`src/rtl/ctrl_pkg.sv`:
```
// Shared definitions for the KGP-RISC multicycle control unit.
// Holds the sequencer state encoding, opcode/func numbering, ALU select
// codes, datapath mux encodings and the registered control bundle layout.
package ctrl_pkg;

   typedef enum logic [2:0] {
      ST_FETCH  = 3'd0,
      ST_DECODE = 3'd1,
      ST_EXEC   = 3'd2,
      ST_MEM    = 3'd3,
      ST_WB     = 3'd4,
      ST_TRAP   = 3'd5
   } state_t;

   // Opcodes
   localparam int unsigned OP_ALU   = 0;
   localparam int unsigned OP_LOGIC = 1;
   localparam int unsigned OP_SHIFT = 2;
   localparam int unsigned OP_DIFF  = 3;
   localparam int unsigned OP_ADDI  = 4;
   localparam int unsigned OP_COMPI = 5;
   localparam int unsigned OP_LW    = 6;
   localparam int unsigned OP_SW    = 7;
   localparam int unsigned OP_BLTZ  = 8;
   localparam int unsigned OP_BZ    = 9;
   localparam int unsigned OP_BNZ   = 10;
   localparam int unsigned OP_BR    = 11;
   localparam int unsigned OP_B     = 12;
   localparam int unsigned OP_BL    = 13;
   localparam int unsigned OP_BCY   = 14;
   localparam int unsigned OP_BNCY  = 15;

   // Function codes, per opcode
   localparam int unsigned FN_ADD   = 0;   // OP_ALU
   localparam int unsigned FN_COMP  = 1;
   localparam int unsigned FN_AND   = 0;   // OP_LOGIC
   localparam int unsigned FN_XOR   = 1;
   localparam int unsigned FN_SHLL  = 0;   // OP_SHIFT
   localparam int unsigned FN_SHRL  = 1;
   localparam int unsigned FN_SHLLV = 2;
   localparam int unsigned FN_SHRLV = 3;
   localparam int unsigned FN_SHRA  = 4;
   localparam int unsigned FN_SHRAV = 5;

   // ALU operation select codes
   localparam int unsigned ALU_CODE_W = 5;
   localparam logic [ALU_CODE_W-1:0] ALU_ADD  = 5'b00001;
   localparam logic [ALU_CODE_W-1:0] ALU_COMP = 5'b00010;
   localparam logic [ALU_CODE_W-1:0] ALU_AND  = 5'b00011;
   localparam logic [ALU_CODE_W-1:0] ALU_XOR  = 5'b00100;
   localparam logic [ALU_CODE_W-1:0] ALU_DIFF = 5'b00101;
   localparam logic [ALU_CODE_W-1:0] ALU_ADDR = 5'b00110;
   localparam logic [ALU_CODE_W-1:0] ALU_SRL  = 5'b01000;
   localparam logic [ALU_CODE_W-1:0] ALU_SRA  = 5'b01001;
   localparam logic [ALU_CODE_W-1:0] ALU_SLL  = 5'b01010;

   // Datapath mux encodings
   localparam logic [1:0] PCS_PC4   = 2'b00;
   localparam logic [1:0] PCS_LABEL = 2'b01;
   localparam logic [1:0] PCS_REG   = 2'b10;

   localparam logic [1:0] RD_RD     = 2'b00;
   localparam logic [1:0] RD_RT     = 2'b01;
   localparam logic [1:0] RD_LINK   = 2'b10;

   localparam logic [1:0] M2R_PC    = 2'b00;
   localparam logic [1:0] M2R_MEM   = 2'b01;
   localparam logic [1:0] M2R_ALU   = 2'b10;

   typedef enum logic [2:0] {
      CL_ALU   = 3'd0,
      CL_LOAD  = 3'd1,
      CL_STORE = 3'd2,
      CL_BCOND = 3'd3,
      CL_JREG  = 3'd4,
      CL_JUMP  = 3'd5,
      CL_LINK  = 3'd6
   } instr_class_t;

   typedef struct packed {
      instr_class_t          cls;
      logic [ALU_CODE_W-1:0] alu_code;
      logic                  alu_src;
      logic                  alu_ipsel;
   } ctrl_bundle_t;

endpackage

```
`src/rtl/instr_decoder.sv`:
```
// Combinational instruction decoder.
// Ports:
//   opcode  - opcode field of the instruction register
//   func    - function field of the instruction register
//   bundle  - decoded control bundle (class + ALU controls)
//   invalid - opcode or opcode/func combination is undefined
module instr_decoder
   import ctrl_pkg::*;
#(
   parameter int unsigned OPCODE_W = 6,
   parameter int unsigned FUNC_W   = 5
) (
   input  logic [OPCODE_W-1:0] opcode,
   input  logic [FUNC_W-1:0]   func,
   output ctrl_bundle_t        bundle,
   output logic                invalid
);

   logic [31:0] op_x;
   logic [31:0] fn_x;

   always_comb begin
      op_x    = 32'(opcode);
      fn_x    = 32'(func);
      bundle  = '0;
      invalid = 1'b0;
      case (op_x)
         OP_ALU: begin
            case (fn_x)
               FN_ADD:  bundle.alu_code = ALU_ADD;
               FN_COMP: begin
                  bundle.alu_code  = ALU_COMP;
                  bundle.alu_ipsel = 1'b1;
               end
               default: invalid = 1'b1;
            endcase
         end
         OP_LOGIC: begin
            case (fn_x)
               FN_AND:  bundle.alu_code = ALU_AND;
               FN_XOR:  bundle.alu_code = ALU_XOR;
               default: invalid = 1'b1;
            endcase
         end
         OP_SHIFT: begin
            case (fn_x)
               FN_SHLL: begin
                  bundle.alu_code = ALU_SLL;
                  bundle.alu_src  = 1'b1;
               end
               FN_SHRL: begin
                  bundle.alu_code = ALU_SRL;
                  bundle.alu_src  = 1'b1;
               end
               FN_SHLLV: bundle.alu_code = ALU_SLL;
               FN_SHRLV: bundle.alu_code = ALU_SRL;
               FN_SHRA: begin
                  bundle.alu_code = ALU_SRA;
                  bundle.alu_src  = 1'b1;
               end
               FN_SHRAV: bundle.alu_code = ALU_SRA;
               default:  invalid = 1'b1;
            endcase
         end
         OP_DIFF: bundle.alu_code = ALU_DIFF;
         OP_ADDI: begin
            bundle.alu_code = ALU_ADD;
            bundle.alu_src  = 1'b1;
         end
         OP_COMPI: begin
            bundle.alu_code  = ALU_COMP;
            bundle.alu_src   = 1'b1;
            bundle.alu_ipsel = 1'b1;
         end
         OP_LW: begin
            bundle.cls      = CL_LOAD;
            bundle.alu_code = ALU_ADDR;
            bundle.alu_src  = 1'b1;
         end
         OP_SW: begin
            bundle.cls      = CL_STORE;
            bundle.alu_code = ALU_ADDR;
            bundle.alu_src  = 1'b1;
         end
         OP_BLTZ, OP_BZ, OP_BNZ, OP_BCY, OP_BNCY: bundle.cls = CL_BCOND;
         OP_BR:   bundle.cls = CL_JREG;
         OP_B:    bundle.cls = CL_JUMP;
         OP_BL:   bundle.cls = CL_LINK;
         default: invalid = 1'b1;
      endcase
   end

endmodule

```
`src/rtl/multicycle_control_unit.sv`:
```
// Multicycle sequencing control unit for the KGP-RISC datapath.
// Steps each instruction through FETCH/DECODE/EXEC/MEM/WB, handshaking with
// a variable-latency shared memory; undefined instructions lock into TRAP
// until reset.
// Ports:
//   clk, rst_n           - clock, synchronous active-low reset
//   opcode, func         - instruction register fields
//   mem_ready            - memory completes the current request
//   branch_taken         - branch condition result
//   hold                 - freeze sequencing and suppress writes
//   mem_req/mem_we/iord  - memory request, write, data-address select
//   ir_write/pc_write    - IR and PC load enables, pc_src PC source select
//   reg_write/reg_dest/mem_to_reg - register-file write controls
//   alu_src/alu_ipsel/alu_opsel   - ALU operand and operation selects
//   illegal              - sticky trap flag
//   state_o              - current state for debug
module multicycle_control_unit
   import ctrl_pkg::*;
#(
   parameter int unsigned OPCODE_W = 6,
   parameter int unsigned FUNC_W   = 5,
   parameter int unsigned ALUSEL_W = 5
) (
   input  logic                clk,
   input  logic                rst_n,
   input  logic [OPCODE_W-1:0] opcode,
   input  logic [FUNC_W-1:0]   func,
   input  logic                mem_ready,
   input  logic                branch_taken,
   input  logic                hold,
   output logic                mem_req,
   output logic                mem_we,
   output logic                iord,
   output logic                ir_write,
   output logic                pc_write,
   output logic [1:0]          pc_src,
   output logic                reg_write,
   output logic [1:0]          reg_dest,
   output logic [1:0]          mem_to_reg,
   output logic                alu_src,
   output logic                alu_ipsel,
   output logic [ALUSEL_W-1:0] alu_opsel,
   output logic                illegal,
   output logic [2:0]          state_o
);

   state_t       state;
   ctrl_bundle_t bundle_q;
   ctrl_bundle_t dec_bundle;
   logic         dec_invalid;
   logic         illegal_q;

   instr_decoder #(
      .OPCODE_W (OPCODE_W),
      .FUNC_W   (FUNC_W)
   ) u_instr_decoder (
      .opcode  (opcode),
      .func    (func),
      .bundle  (dec_bundle),
      .invalid (dec_invalid)
   );

   always_ff @(posedge clk) begin
      if (!rst_n) begin
         state     <= ST_FETCH;
         bundle_q  <= '0;
         illegal_q <= 1'b0;
      end else if (!hold) begin
         case (state)
            ST_FETCH: if (mem_ready) state <= ST_DECODE;
            ST_DECODE: begin
               if (dec_invalid) begin
                  state     <= ST_TRAP;
                  illegal_q <= 1'b1;
               end else begin
                  bundle_q <= dec_bundle;
                  state    <= ST_EXEC;
               end
            end
            ST_EXEC: begin
               case (bundle_q.cls)
                  CL_ALU:            state <= ST_WB;
                  CL_LOAD, CL_STORE: state <= ST_MEM;
                  default:           state <= ST_FETCH;
               endcase
            end
            ST_MEM: begin
               if (mem_ready) state <= (bundle_q.cls == CL_LOAD) ? ST_WB : ST_FETCH;
            end
            ST_WB:   state <= ST_FETCH;
            ST_TRAP: state <= ST_TRAP;
            default: state <= ST_FETCH;
         endcase
      end
   end

   // Outputs decode from state + registered bundle; reset low forces every
   // output (including mem_req and state_o) to zero, and hold masks only
   // the write enables so a pending request stays visible.
   always_comb begin
      mem_req    = 1'b0;
      mem_we     = 1'b0;
      iord       = 1'b0;
      ir_write   = 1'b0;
      pc_write   = 1'b0;
      pc_src     = PCS_PC4;
      reg_write  = 1'b0;
      reg_dest   = RD_RD;
      mem_to_reg = M2R_PC;
      alu_src    = 1'b0;
      alu_ipsel  = 1'b0;
      alu_opsel  = '0;
      illegal    = 1'b0;
      state_o    = '0;
      if (rst_n) begin
         state_o = state;
         illegal = illegal_q;
         if (state == ST_EXEC || state == ST_MEM || state == ST_WB) begin
            alu_src   = bundle_q.alu_src;
            alu_ipsel = bundle_q.alu_ipsel;
            alu_opsel = ALUSEL_W'(bundle_q.alu_code);
         end
         case (state)
            ST_FETCH: begin
               mem_req = 1'b1;
               if (mem_ready) begin
                  ir_write = 1'b1;
                  pc_write = 1'b1;
                  pc_src   = PCS_PC4;
               end
            end
            ST_EXEC: begin
               case (bundle_q.cls)
                  CL_BCOND: begin
                     pc_write = branch_taken;
                     pc_src   = PCS_LABEL;
                  end
                  CL_JREG: begin
                     pc_write = 1'b1;
                     pc_src   = PCS_REG;
                  end
                  CL_JUMP: begin
                     pc_write = 1'b1;
                     pc_src   = PCS_LABEL;
                  end
                  CL_LINK: begin
                     pc_write   = 1'b1;
                     pc_src     = PCS_LABEL;
                     reg_write  = 1'b1;
                     reg_dest   = RD_LINK;
                     mem_to_reg = M2R_PC;
                  end
                  default: ;
               endcase
            end
            ST_MEM: begin
               mem_req = 1'b1;
               iord    = 1'b1;
               mem_we  = (bundle_q.cls == CL_STORE);
            end
            ST_WB: begin
               reg_write = 1'b1;
               if (bundle_q.cls == CL_LOAD) begin
                  reg_dest   = RD_RT;
                  mem_to_reg = M2R_MEM;
               end else begin
                  reg_dest   = RD_RD;
                  mem_to_reg = M2R_ALU;
               end
            end
            default: ;
         endcase
         if (hold) begin
            pc_write  = 1'b0;
            ir_write  = 1'b0;
            reg_write = 1'b0;
            mem_we    = 1'b0;
         end
      end
   end

endmodule

```
`config.mk`:
```
export PLATFORM = sky130hd
export DESIGN_NAME = multicycle_control_unit
export DESIGN_NICKNAME = d
export VERILOG_FILES = /design/src/rtl/ctrl_pkg.sv /design/src/rtl/instr_decoder.sv /design/src/rtl/multicycle_control_unit.sv
export SDC_FILE = /design/constraint.sdc
export NUM_CORES = 1
export LEC_CHECK = 0
export ABC_AREA = 1
export BUFFER_PORTS_ARGS = -buffer_cell sky130_fd_sc_hd__buf_4
export CAP_MARGIN = 20
export CORE_ASPECT_RATIO = 1.25
export CORE_MARGIN = 2
export CORE_UTILIZATION = 54
export DETAILED_ROUTE_END_ITERATION = 8
export HOLD_SLACK_MARGIN = 0.05
export PLACE_DENSITY = 0.95
export SLEW_MARGIN = 5
export SYNTH_ARGS = -nofsm -noshare
export SYNTH_HDL_FRONTEND = slang
export SYNTH_SLANG_ARGS = --single-unit
```
`constraint.sdc`:
```
create_clock -name clk -period 2.6 [get_ports clk]
set_clock_uncertainty 0.1 [all_clocks]
set_input_delay 0.13 -clock clk [delete_from_list [all_inputs] [get_ports clk]]
set_output_delay 0.13 -clock clk [all_outputs]
set_load 0.05 [all_outputs]
```
==> flow_summary.ini <==
[power]
p_switching_uw = 181
power_frac_seq_pct = 42.9
leakage_nw = 0.803
power_density_mw_per_mm2 = 323
vdd_drop_max_v = 0.000206
comb_power_share_pct = 31.2
sw_frac_of_total_pct = 36.8
internal-power_uw = 312
clkPwrFrac_pct = 25.9

[worst_setup_path]
end_kind = output pin
cp_cell_sequence = nor3_2 -> nand2_1 -> nor4_4 -> a21oi_1 -> nor2_1 -> buf_4
path_class = reg -> out
slowest_stage = dfxtp_1
crit_path_max_fanout = 7
crit_arrival_ps = 1660
max_stage_delay_ps = 380
crit_required_ps = 2370
worst-path-buf-inv = 1
crit_family = simple AND/OR/NAND/NOR gates
cp-start-kind = flip-flop

[global_route]
grt_pass1_wl_um = 4730
grt_antenna_before_repair = 0
grt-busiest-layer = met2
grt_usage_pct = 23.8
grt_pass1_vias = 1231
grt_use_met2_pct = 42.1
grt_max_degree = 20
gr-usage-met3_pct = 2.25
grt.overflow.total = 0
met1_usage_pct = 27.8

[synthesis]
synth.area.top_cells = dfxtp_1, nand2_1, nor2_1, inv_1, nand3_1
netlist_instances = 222
yosys_warnings = 0
syn-num-nets = 238
yosys_register_bits = 13
ys_types = 30
yosysTopAreaCell = dfxtp_1
syn_avg_cell_area_um2 = 5.41
seq_area_frac_synth_pct = 21.7
netlist_area_mm2 = 0.00120
synth.top_cell.area_share_pct = 21.7

[finish]
nets = 275
fin_util_pct = 70.7
area_growth_syn_to_layout_pct = 27.3
fin_cells = 289
drive_gt1_share_pct = 19.8
antenna_cells = 0

[sta]
final_hold_viol_count = 0
finalSetupViolations = 0
fin_crit_ps = 1890
final.setup.tns_ps = 0
min_period_over_period_pct = 72.5
drv_slew = 0
fin_ws_ps = 715
rsz0062_at_grt = false
max_freq_ghz = 0.530

[die]
row_count = 19
dieArea_mm2 = 0.00262
die_y_um = 56.7
die_w_um = 46.2
core_area_mm2 = 0.00216
initial_core_util_pct = 55.5
pin_count = 39

[clocking]
clk_pin_slew_ps = 80
postCtsSetupBuffers = 0
clock_latency_ps = 280
cts_made_buffers = 3
cts_buffer_depth = 2
htree_levels = 1
cts_resized = 0
cts_tree = yes
numClockSinks = 13
root_buffer = clkbuf_4
holdBufCountCts = 0

[run_status]
status = finished, final reports clean

[placed_design]
place.gp.congestion = 0.882
place_hpwl_um = 2350
dp_slack_ps = 1030
io_buffers = 37
dp_cells = 285

[worst_hold_path]
hold_path.class = in -> reg

[detailed_routing]
vias = 1435
first_pass_iters = 4
drc = 0
detail-route-antenna-nets = 0
wire_per_inst_um = 9.92
drt-total-wl_um = 2870
drt_iter0_markers = 43
via_per_inst = 4.97

[run]
maxCapViolCount = 0
[area by class of cell]
class                   count  area (µm²)
clock buffers               3        22.5
clock inverters             1        5.00
inverters                  32         120
repair buffers             37         278
fillers                   210         634
flip-flops and latches     13         260
multi-input cells         172         805
well taps                  31        38.8
[state kept, by name (all words and copies together), names as in the netlist]
| register | cells |
|---|---|
| bundle_q | 9 |
| state | 3 |
| illegal_q | 1 |
[routing by layer]
metal,wire (µm),part of all wire [%],vias up
li1,-,-,771
met4,46,1.6,0
met3,92,3.2,5
met5,0,0,-
met2,1460,51,36
met1,1270,44,623
[kinds of logic (layout without fill, tap and decap cells)]
logic type / after synthesis / in the layout / share of synthesized area (%)
flip-flops: 13 / 13 / 21.7
other: 1 / 1 / 0.312
AO/OA/AOI/OAI: 20 / 20 / 9.48
buffers and inverters: 37 / 73 / 12.6
AND/OR/NAND/NOR: 151 / 151 / 55.9
[worst min-delay path, stage by stage]
cell,delay (ps)
buf_4,180
nand2_1,80
nor2_1,30
[power groups by stage]
stage	clock network [mW]	logic, mW	registers (mW)
6_report	0.128	0.154	0.212
3_3_place_gp	0	0.151	0.216
2_1_floorplan	0	0.107	0.215
3_5_place_dp	0	0.154	0.216
4_1_cts	0.131	0.154	0.211
5_1_grt	0.138	0.171	0.213
[stage by stage]
| step | area, µm² | hold slack [ps] | power [mW] |
|---|---|---|---|
| after detailed placement | 1500 | 355 | 0.370 |
| after floorplan | 1220 | 271 | 0.322 |
| after global placement | 1500 | 349 | 0.367 |
| final | 1530 | 67.9 | 0.494 |
| after CTS | 1530 | 60.9 | 0.496 |
| after global routing | 1530 | 77.0 | 0.521 |
[cell usage after synthesis]
| master | count |
|---|---|
| inv_1 | 31 |
| dfxtp_1 | 13 |
| a22oi_1 | 2 |
| conb_1 | 1 |
| o21bai_1 | 1 |
| and2_1 | 1 |
| a211oi_1 | 1 |
| buf_2 | 1 |
| nor3b_1 | 1 |
| nand4_1 | 4 |
| buf_6 | 1 |
| o31ai_1 | 1 |
| inv_2 | 1 |
| o21ai_1 | 3 |
| nand2_1 | 69 |
| o21ai_0 | 6 |
| nor4_1 | 2 |
| clkbuf_1 | 1 |
| nand3_2 | 2 |
| nand4_4 | 1 |
| nor3_2 | 1 |
| nor2_2 | 2 |
| nor3_1 | 10 |
| nor2_1 | 44 |
| buf_1 | 1 |
| nand3_1 | 12 |
| a21oi_1 | 5 |
| nor2_4 | 2 |
| buf_4 | 1 |
| a31oi_1 | 1 |
[final timing paths]
path | from | to | slack (ps) | depth (start not counted)
setup / recovery | state[2]$_SDFFE_PN0P_ | reg_write | 710 | 6
hold / removal | rst_n | bundle_q[0]$_SDFFE_PN0P_ | 70 | 3
setup reg to reg | state[0]$_SDFFE_PN0P_ | bundle_q[9]$_SDFFE_PN0P_ | 1060 | 8
hold reg to reg | illegal_q$_SDFFE_PN0P_ | illegal_q$_SDFFE_PN0P_ | 360 | 2
[cell usage in the layout (no fill, tap or decap), types with 2 or more instances in the layout]
cell type	n
a21oi_1	5
a22oi_1	2
buf_4	37
clkbuf_4	3
dfxtp_1	13
inv_1	31
nand2_1	69
nand3_1	12
nand3_2	2
nand4_1	4
nor2_1	44
nor2_2	2
nor2_4	2
nor3_1	10
o21ai_0	6
o21ai_1	3
Note: power is estimated with default switching activity, not from simulation.
